<file path="src/rtl/ir_frame_packer.sv">
// ir_frame_packer: gathers payload bytes from a byte stream and emits framed
// packets (SYNC0, SYNC1, ADDR hi, ADDR lo, LEN, payload) one byte at a time to a
// UART transmitter using a valid/done handshake. A partial payload is flushed
// as a short frame after TIMEOUT_CYC idle cycles (0 disables the flush).
// Optional macro IR_FRAME_CHECKSUM_EN appends CHK = LEN ^ payload bytes.
module ir_frame_packer #(
  parameter int          PAYLOAD_LEN = 4,
  parameter logic [7:0]  SYNC0       = 8'hFA,
  parameter logic [7:0]  SYNC1       = 8'hF1,
  parameter logic [15:0] ADDR        = 16'h0001,
  parameter int          TIMEOUT_CYC = 1000
) (
  input  logic       clk,
  input  logic       rst,
  input  logic       in_valid,
  input  logic [7:0] in_data,
  output logic       in_ready,
  output logic       tx_valid,
  output logic [7:0] tx_data,
  input  logic       tx_done,
  output logic       busy,
  output logic       frame_done
);

`ifdef IR_FRAME_CHECKSUM_EN
  localparam logic [4:0] CHK_BYTES = 5'd1;
`else
  localparam logic [4:0] CHK_BYTES = 5'd0;
`endif

  // Idle counter only needs to reach TIMEOUT_CYC-1.
  localparam int          TW      = (TIMEOUT_CYC > 1) ? $clog2(TIMEOUT_CYC) : 1;
  localparam logic [TW-1:0] TO_LAST = (TIMEOUT_CYC > 0) ? TW'(TIMEOUT_CYC - 1) : '0;
  localparam logic [3:0]  PLEN    = 4'(PAYLOAD_LEN);

  typedef enum logic [1:0] {S_IDLE, S_COLLECT, S_LOAD, S_WAIT} state_t;

  state_t          state_q, state_d;
  logic [3:0]      count_q, count_d;
  logic [3:0]      len_q, len_d;
  logic [4:0]      idx_q, idx_d;
  logic [TW-1:0]   idle_q, idle_d;
  logic [7:0]      tx_data_q, tx_data_d;
  logic [7:0]      xor_q, xor_d;

  logic [7:0]      buf_q [0:15];
  logic            buf_we;
  logic [3:0]      buf_waddr;

  logic            accept;
  logic [4:0]      last_idx;
  logic [4:0]      nxt_idx;
  logic [4:0]      pidx_full;
  logic [7:0]      sel_byte;

  assign accept   = in_valid & in_ready;
  // Index of the final byte in the current frame (header is 5 bytes).
  assign last_idx = 5'd4 + {1'b0, len_q} + CHK_BYTES;

  // Select the frame byte that follows the one currently on the wire.
  always_comb begin
    nxt_idx   = idx_q + 5'd1;
    pidx_full = nxt_idx - 5'd5;
    sel_byte  = 8'h00;
    case (nxt_idx)
      5'd0: sel_byte = SYNC0;
      5'd1: sel_byte = SYNC1;
      5'd2: sel_byte = ADDR[15:8];
      5'd3: sel_byte = ADDR[7:0];
      5'd4: sel_byte = {4'h0, len_q};
      default: begin
        if (pidx_full < {1'b0, len_q}) begin
          sel_byte = buf_q[pidx_full[3:0]];
        end else begin
          sel_byte = {4'h0, len_q} ^ xor_q;
        end
      end
    endcase
  end

  // Next-state and output decode for the collect/transmit FSM.
  always_comb begin
    state_d    = state_q;
    count_d    = count_q;
    len_d      = len_q;
    idx_d      = idx_q;
    idle_d     = idle_q;
    tx_data_d  = tx_data_q;
    xor_d      = xor_q;
    buf_we     = 1'b0;
    buf_waddr  = count_q;
    frame_done = 1'b0;
    in_ready   = (state_q == S_IDLE) || (state_q == S_COLLECT);
    tx_valid   = (state_q == S_LOAD);
    busy       = (state_q == S_LOAD) || (state_q == S_WAIT);
    tx_data    = tx_data_q;

    case (state_q)
      S_IDLE: begin
        idx_d = 5'd0;
        if (accept) begin
          buf_we    = 1'b1;
          buf_waddr = 4'd0;
          count_d   = 4'd1;
          xor_d     = in_data;
          idle_d    = '0;
          if (PLEN == 4'd1) begin
            state_d   = S_LOAD;
            len_d     = 4'd1;
            tx_data_d = SYNC0;
          end else begin
            state_d = S_COLLECT;
          end
        end
      end
      S_COLLECT: begin
        if (accept) begin
          buf_we    = 1'b1;
          buf_waddr = count_q;
          count_d   = count_q + 4'd1;
          xor_d     = xor_q ^ in_data;
          idle_d    = '0;
          if (count_q + 4'd1 == PLEN) begin
            state_d   = S_LOAD;
            len_d     = PLEN;
            idx_d     = 5'd0;
            tx_data_d = SYNC0;
          end
        end else if (TIMEOUT_CYC != 0) begin
          if (idle_q == TO_LAST) begin
            // Flush the partial payload as a short frame.
            state_d   = S_LOAD;
            len_d     = count_q;
            idx_d     = 5'd0;
            idle_d    = '0;
            tx_data_d = SYNC0;
          end else begin
            idle_d = idle_q + 1'b1;
          end
        end
      end
      S_LOAD: begin
        state_d = S_WAIT;
      end
      S_WAIT: begin
        if (tx_done) begin
          if (idx_q == last_idx) begin
            frame_done = 1'b1;
            state_d    = S_IDLE;
            count_d    = 4'd0;
            idx_d      = 5'd0;
          end else begin
            idx_d     = nxt_idx;
            tx_data_d = sel_byte;
            state_d   = S_LOAD;
          end
        end
      end
      default: state_d = S_IDLE;
    endcase
  end

  // State and control registers, cleared by the asynchronous reset.
  always_ff @(posedge clk or negedge rst) begin
    if (!rst) begin
      state_q   <= S_IDLE;
      count_q   <= 4'd0;
      len_q     <= 4'd0;
      idx_q     <= 5'd0;
      idle_q    <= '0;
      tx_data_q <= 8'h00;
      xor_q     <= 8'h00;
    end else begin
      state_q   <= state_d;
      count_q   <= count_d;
      len_q     <= len_d;
      idx_q     <= idx_d;
      idle_q    <= idle_d;
      tx_data_q <= tx_data_d;
      xor_q     <= xor_d;
    end
  end

  // Payload buffer; contents are only meaningful below count, so no reset.
  always_ff @(posedge clk) begin
    if (buf_we) begin
      buf_q[buf_waddr] <= in_data;
    end
  end

endmodule
</file>
<file path="config.mk">
export PLATFORM = sky130hd
export DESIGN_NAME = ir_frame_packer
export DESIGN_NICKNAME = d
export VERILOG_FILES = /design/src/rtl/ir_frame_packer.sv
export SDC_FILE = /design/constraint.sdc
export NUM_CORES = 1
export LEC_CHECK = 0
export BUFFER_PORTS_ARGS = -buffer_cell sky130_fd_sc_hd__buf_2
export CAP_MARGIN = 20
export CORE_MARGIN = 10
export CORE_UTILIZATION = 40
export DETAILED_ROUTE_END_ITERATION = 10
export PLACE_DENSITY = 0.56
export SLEW_MARGIN = 0
export SYNTH_ARGS = -nofsm -noshare
export SYNTH_HDL_FRONTEND = slang
export SYNTH_SLANG_ARGS = --single-unit
</file>
<file path="constraint.sdc">
create_clock -name clk -period 10.8 [get_ports clk]
set_clock_uncertainty 0.2 [all_clocks]
set_input_delay 0.54 -clock clk [delete_from_list [all_inputs] [get_ports clk]]
set_output_delay 0.54 -clock clk [all_outputs]
set_load 0.1 [all_outputs]
</file>
==> flow_metrics.py, run 1 <==
metrics = {
    "status": {
        "outcome": "finished, final reports clean",
    },
    "final_layout": {
        "diodes": 0,
        "area_delta_synth_final_pct": 12.54,
        "fin_nets": 596,
        "regArea_um2": 4870,
        "layout-drive-gt1-share_pct": 18.18,
        "multiInputGateArea_um2": 2539,
        "fillers": 1649,
    },
    "global_routing": {
        "overflow": 0,
        "grt_first_pass_wirelength_um": 26810,
        "antenna_found_initial": 0,
        "first_global_vias": 4582,
        "grt_usage_pct": 14.39,
        "grt_max_degree": 42,
    },
    "synth": {
        "async_reset_ff_share_pct": 24.26,
        "netlist_instances": 551,
        "synth_top_area_cell": "edfxtp_1",
        "syn_nets": 576,
        "synth_edf_count": 128,
        "synth_top_flop_cell": "edfxtp_1",
        "ys_ff_latch": 169,
        "yosys_warnings": 0,
        "synthDistinctLibCells": 53,
        "yosysSeqAreaShare_pct": 64.19,
        "avgSynthCellArea_um2": 13.77,
        "netlist_top_cells_area": "edfxtp_1 51%, dfrtp_1 14%, mux4_2 9.2%",
        "synth_area_um2": 7586,
        "yosysTopAreaCellShare_pct": 50.67,
    },
    "worst_hold_path": {
        "hold_class": "input port to async pin",
    },
    "route": {
        "drt_iter0_drc": 384,
        "via_per_inst": 5.634,
        "detail_route.first_pass.iterations": 5,
        "wl_per_cell_um": 21.26,
        "ant_nets": 0,
        "finalWirelength_um": 17370,
        "vias": 4603,
        "remaining_drc_errors": 0,
    },
    "cts": {
        "clkTransAtPathRegs_ns": 0.07,
        "postCtsSetupBuffers": 0,
        "htreeDepth": 4,
        "cts-buffers-inserted": 17,
        "clk_latency_ns": 0.42,
        "cts_tree": "yes",
        "postCtsResizedCells": 0,
        "cts.sinks": 169,
        "clock-root-buffer": "clkbuf_16",
        "hold_buffers": 0,
        "cts.path.max_buffers": 2,
    },
    "critical_path": {
        "worstSetupStartpointType": "register",
        "worstPathArrival_ns": 4.57,
        "crit_type": "register to register",
        "cp-end-kind": "register",
        "path_max_fanout": 31,
        "required_ns": 10.87,
    },
    "power_and_ir_drop": {
        "vdd_drop_max_uv": 161.4,
        "p_leak_nw": 3.072,
        "power.density_nw_per_um2": 306.2,
    },
    "sta": {
        "grt_setup_unrepaired": "false",
        "timing.hold.ws_ns": 0.07560,
        "postLayoutSetupSlackWorst_ns": 6.298,
        "final.min_clock_period_ns": 4.502,
        "finalSetupTns_ns": 0,
        "fmax_mhz": 222.1,
        "hold_violations": 0,
        "finalCritPeriodShare_pct": 41.69,
        "finalSetupViolCount": 0,
        "tightest_slew_ns": 0.9786,
        "slew_headroom_pct": 34.52,
        "drv_slew": 0,
    },
    "place": {
        "pre_cts_ws_ns": 6.288,
        "port_buffers": 23,
        "gp_congestion": 0.8317,
        "dp.final_hpwl_um": 11570,
    },
    "floorplanning": {
        "chipWidth_um": 157.7,
        "pin_count": 24,
        "rows": 50,
        "initial_core_util_pct": 40.56,
        "core_um2": 18710,
        "dieArea_um2": 24870,
        "die_height_um": 157.7,
    },
    "flow_run": {
        "maxCapViolCount": 0,
    },
}
==> power by group <==
group | switching (mW) | internal (mW) | total [mW] | leakage [nW]
Clock | 0.251 | 0.366 | 0.617 | 0.291
Sequential | 0.0810 | 0.754 | 0.835 | 1.67
Combinational | 0.708 | 0.453 | 1.16 | 1.11
Total | 1.04 | 1.57 | 2.61 | 3.07
==> final timing paths <==
| check | start | end | slack (ns) | depth (start not counted) |
|---|---|---|---|---|
| max | idx_q[0] | tx_data[2] | 6.30 | 14 |
| min | rst | idle_q[9] | 0.08 | 1 |
| max reg2reg | idx_q[0] | tx_data[2] | 6.30 | 14 |
| min reg2reg | idle_q[6] | idle_q[6] | 0.31 | 1 |
| max in group asynchronous | rst | tx_data[5] | 9.71 | 1 |
| min in group clk | tx_done | state_q[0] | 0.28 | 4 |
==> layer usage <==
layer  up-vias  global-route usage (%)  routed length [µm]
met5         -                       0                   0
met4         0                   4.586                 186
met3        16                   2.714                 785
met2       119                   22.80                8446
met1      2351                   19.59                7948
li1       2117                       -                   -
==> layout make-up <==
| class | instances | area share [%] |
|---|---|---|
| Sequential cell | 169 | 57.04 |
| Multi-Input combinational cell | 335 | 29.74 |
| Clock buffer | 18 | 5.027 |
| Tap cell | 234 | 3.430 |
| Timing Repair Buffer | 32 | 2.111 |
| Clock inverter | 13 | 1.949 |
| Inverter | 16 | 0.7035 |
==> Yosys cell counts (4+ instances only) <==
cell type and count:
mux2i_1 10, o21ai_0 38, xor2_1 7, nand2b_1 8, a22o_1 4, and3_1 5
o211ai_1 5, edfxtp_1 128, nand3_1 23, nand2_1 48, nor2b_1 6, ha_1 13
a21oi_1 34, dfrtp_1 41, inv_1 15, nor2_1 39, mux4_2 31, clkbuf_1 18
nor3_1 10, o22a_1 4, buf_2 10
==> worst max-delay path, stage by stage, from the launching register on <==
cell and delay [ns]:
dfrtp_1 0.32, buf_4 0.38, inv_1 0.38, ha_1 0.41, inv_1 0.06, o32ai_1 0.32, nor3_2 0.11, xnor2_2 0.14
buf_4 0.45, ha_1 0.37, a221oi_4 0.44, nor2_2 0.16, a21o_1 0.22, a221oi_2 0.26, o22ai_1 0.09
==> kinds of logic (layout without fill, tap and decap cells) <==
logic type / after synthesis / in the layout / synth area share [%]
DFF: 169 / 169 / 64.19
and+or+nand+nor: 156 / 156 / 9.616
AOI/OAI and AO/OA: 111 / 111 / 9.055
buffers and inverters: 47 / 79 / 2.589
muxes: 43 / 43 / 10.82
adders and majority gates: 13 / 13 / 2.144
xor gates and xnor gates: 12 / 12 / 1.584
==> stage by stage <==
step	util, %	instance area [µm²]	std cells	power (mW)
floorplan	-	7586	551	1.728
global placement	42.39	7929	784	1.999
detailed placement	42.41	7934	785	2.016
CTS	45.60	8529	816	2.635
global route	45.64	8537	817	2.762
finish	45.64	8537	817	2.614
==> sequential cells by signal (all words and copies together), names as in the netlist <==
| name | flops |
|---|---|
| count_q | 4 |
| idx_q | 5 |
| tx_data | 8 |
| idle_q | 10 |
| buf_q | 128 |
| xor_q | 8 |
| state_q | 2 |
| len_q | 4 |
==> layout by cell type, fill, tap and decap left out, types with 10 or more instances in the layout <==
master,netlist,routed
edfxtp_1,128,128
nand2_1,48,48
dfrtp_1,41,41
nor2_1,39,39
o21ai_0,38,38
a21oi_1,34,34
mux4_2,31,31
buf_2,10,24
nand3_1,23,23
clkbuf_16,0,17
inv_1,15,15
ha_1,13,13
nor3_1,10,10
mux2i_1,10,10
Note: power is estimated with default switching activity, not from simulation.
==> run 2, diff against run 1 <==
==> constraint.sdc (replaced) <==
create_clock -name clk -period 4.2 [get_ports clk]
set_clock_uncertainty 0.2 [all_clocks]
set_input_delay 0.21 -clock clk [delete_from_list [all_inputs] [get_ports clk]]
set_output_delay 0.21 -clock clk [all_outputs]
set_load 0.1 [all_outputs]
==> flow_metrics.py, run 2 (synthesis gave the netlist of run 1 again) <==
metrics = {
    "status": {
        "outcome": "finished, final reports clean",
    },
    "final_layout": {
        "max_flop_register": "buf_q",
        "layout-drive-gt1-share_pct": 20.20,
        "largest_reg_flops": 128,
        "fillers": 1617,
        "stdcell_count": 833,
        "diodes": 0,
        "regArea_um2": 4870,
        "final_cell_mix": "128 x edfxtp_1, 48 x nand2_1, 41 x dfrtp_1",
        "final_common_cell": "edfxtp_1",
        "area_delta_synth_final_pct": 14.28,
        "multiInputGateArea_um2": 2544,
        "fin_nets": 611,
        "top_regs": "buf_q x128, idle_q x10",
    },
    "route": {
        "ant_nets": 0,
        "wl_per_cell_um": 20.46,
        "remaining_drc_errors": 0,
        "finalWirelength_um": 17050,
        "detail_route.first_pass.iterations": 5,
        "drt_iter0_drc": 440,
        "vias": 4687,
        "via_per_inst": 5.627,
    },
    "critical_path": {
        "cp-startpoint": "idx_q[0]",
        "worst-r2r-setup-slack_ns": 0.56,
        "r2r_start": "idx_q[0]",
        "required_ns": 4.28,
        "timing.rr.end": "tx_data[2]",
        "crit_type": "register to register",
        "worstSetupStartpointType": "register",
        "worstRegToRegCells": 12,
        "cp-end-kind": "register",
        "worstPathArrival_ns": 3.72,
        "path_max_fanout": 9,
    },
    "cts": {
        "clk_latency_ns": 0.43,
        "cts.sinks": 169,
        "postCtsSetupBuffers": 0,
        "clkTransAtPathRegs_ns": 0.07,
        "cts-buffers-inserted": 17,
        "cts.path.max_buffers": 2,
        "cts_tree": "yes",
        "htreeDepth": 4,
        "clock-root-buffer": "clkbuf_16",
    },
    "power_and_ir_drop": {
        "p_seq_share_pct": 31.8,
        "p_int_mw": 4.007,
        "vdd_drop_max_uv": 358.1,
        "pwr-share-comb_pct": 45.3,
        "p_leak_nw": 3.153,
        "sw_frac_of_total_pct": 40.29,
        "p_switching_mw": 2.704,
        "clkPwrFrac_pct": 22.9,
        "power.density_nw_per_um2": 774.0,
    },
    "floorplanning": {
        "pin_count": 24,
        "die_height_um": 157.7,
        "initial_core_util_pct": 40.56,
        "core_um2": 18710,
        "chipWidth_um": 157.7,
        "rows": 50,
        "dieArea_um2": 24870,
    },
    "global_routing": {
        "grt_max_degree": 42,
        "overflow": 0,
        "grt_usage_pct": 14.37,
        "first_global_vias": 4585,
        "grt_first_pass_wirelength_um": 26880,
        "antenna_found_initial": 0,
    },
    "sta": {
        "grt_setup_unrepaired": "false",
        "final.min_clock_period_ns": 3.645,
        "hold_violations": 0,
        "finalCritPeriodShare_pct": 86.78,
        "tightest_slew_ns": 0.9712,
        "finalSetupViolCount": 0,
        "drv_slew": 0,
        "finalSetupTns_ns": 0,
        "slew_headroom_pct": 35.25,
        "fmax_mhz": 274.4,
    },
    "place": {
        "gp_congestion": 0.8222,
        "dp.final_hpwl_um": 11540,
        "port_buffers": 23,
        "dp.cells": 796,
    },
    "flow_run": {
        "maxCapViolCount": 0,
    },
    "worst_hold_path": {
        "min_to": "buf_q[5][4]",
        "min_path_cells": 1,
        "hold_class": "input port to register",
        "hp-start": "in_data[4]",
    },
}
run 2: cell count changes in the layout (fill, tap and decap cells not counted), sizes merged:
cell | before | now
dlygate4sd3 | 0 | 4
buf | 32 | 43
bufinv | 3 | 1
clkinv | 5 | 6
inv | 20 | 23
clkbuf | 18 | 17
run 2: final cells by class:
| class | instances | share of cell area, % |
|---|---|---|
| clock buffer | 17 | 4.907 |
| clock inverter | 15 | 1.847 |
| inverter | 16 | 0.6927 |
| multi-input combinational | 335 | 29.34 |
| sequential | 169 | 56.17 |
| tap | 234 | 3.377 |
| timing repair buffer | 47 | 3.666 |
run 2: worst max-delay path by stage:
| stage | end | cells after the start | slack, ns |
|---|---|---|---|
| 2_1_floorplan | tx_data[2] | 17 | 0.03 |
| 3_3_place_gp | tx_data[2] | 12 | 0.72 |
| 3_5_place_dp | tx_data[2] | 12 | 0.60 |
| 4_1_cts | tx_data[2] | 12 | 0.55 |
| 5_1_grt | tx_data[1] | 12 | 0.30 |
| 6_report | tx_data[2] | 12 | 0.56 |
run 2: repair_timing:
item | in CTS | in global routing
resized for setup | 0 | 0
hold endpoints to repair | 60 | 0
hold buffers | 4 | 0
run 2: power groups by stage:
stage	logic, mW	clock network, mW	registers, mW
after global placement	3.02	0	2.16
after CTS	3.07	1.57	2.13
after detailed placement	3.05	0	2.16
final	3.04	1.54	2.13
after global routing	3.29	1.64	2.15
after floorplan	2.13	0	2.33
run 2: worst max-delay path: stages (launching register included):
cell,delay (ns)
dfrtp_1,0.49
inv_1,0.23
ha_1,0.36
inv_1,0.05
o32ai_1,0.35
nor3_2,0.11
xnor2_2,0.22
ha_1,0.30
a221oi_4,0.44
nor2_2,0.17
a21o_1,0.21
a221oi_2,0.26
o22ai_1,0.09
run 2: metal layers:
layer / global-route usage, % / up-vias / wire (µm)
met1: 19.75 / 2408 / 7982
met4: 4.630 / 0 / 231
met5: 0 / - / 0
met2: 22.26 / 105 / 8097
li1: - / 2156 / -
met3: 3.039 / 18 / 736
run 2: metrics by stage:
step                      hold WS [ns]  util (%)  setup WS, ns  area [µm²]  power [mW]
final                         0.007792     46.35        0.5554        8670       6.710
after global routing           0.02085     46.35        0.2992        8670       7.090
after CTS                     0.005850     46.31        0.5534        8662       6.770
after detailed placement        0.2229     42.96        0.6011        8036       5.217
after global placement          0.2015     42.96        0.7222        8036       5.176
after floorplan                -0.2856         -       0.03203        7599       4.457
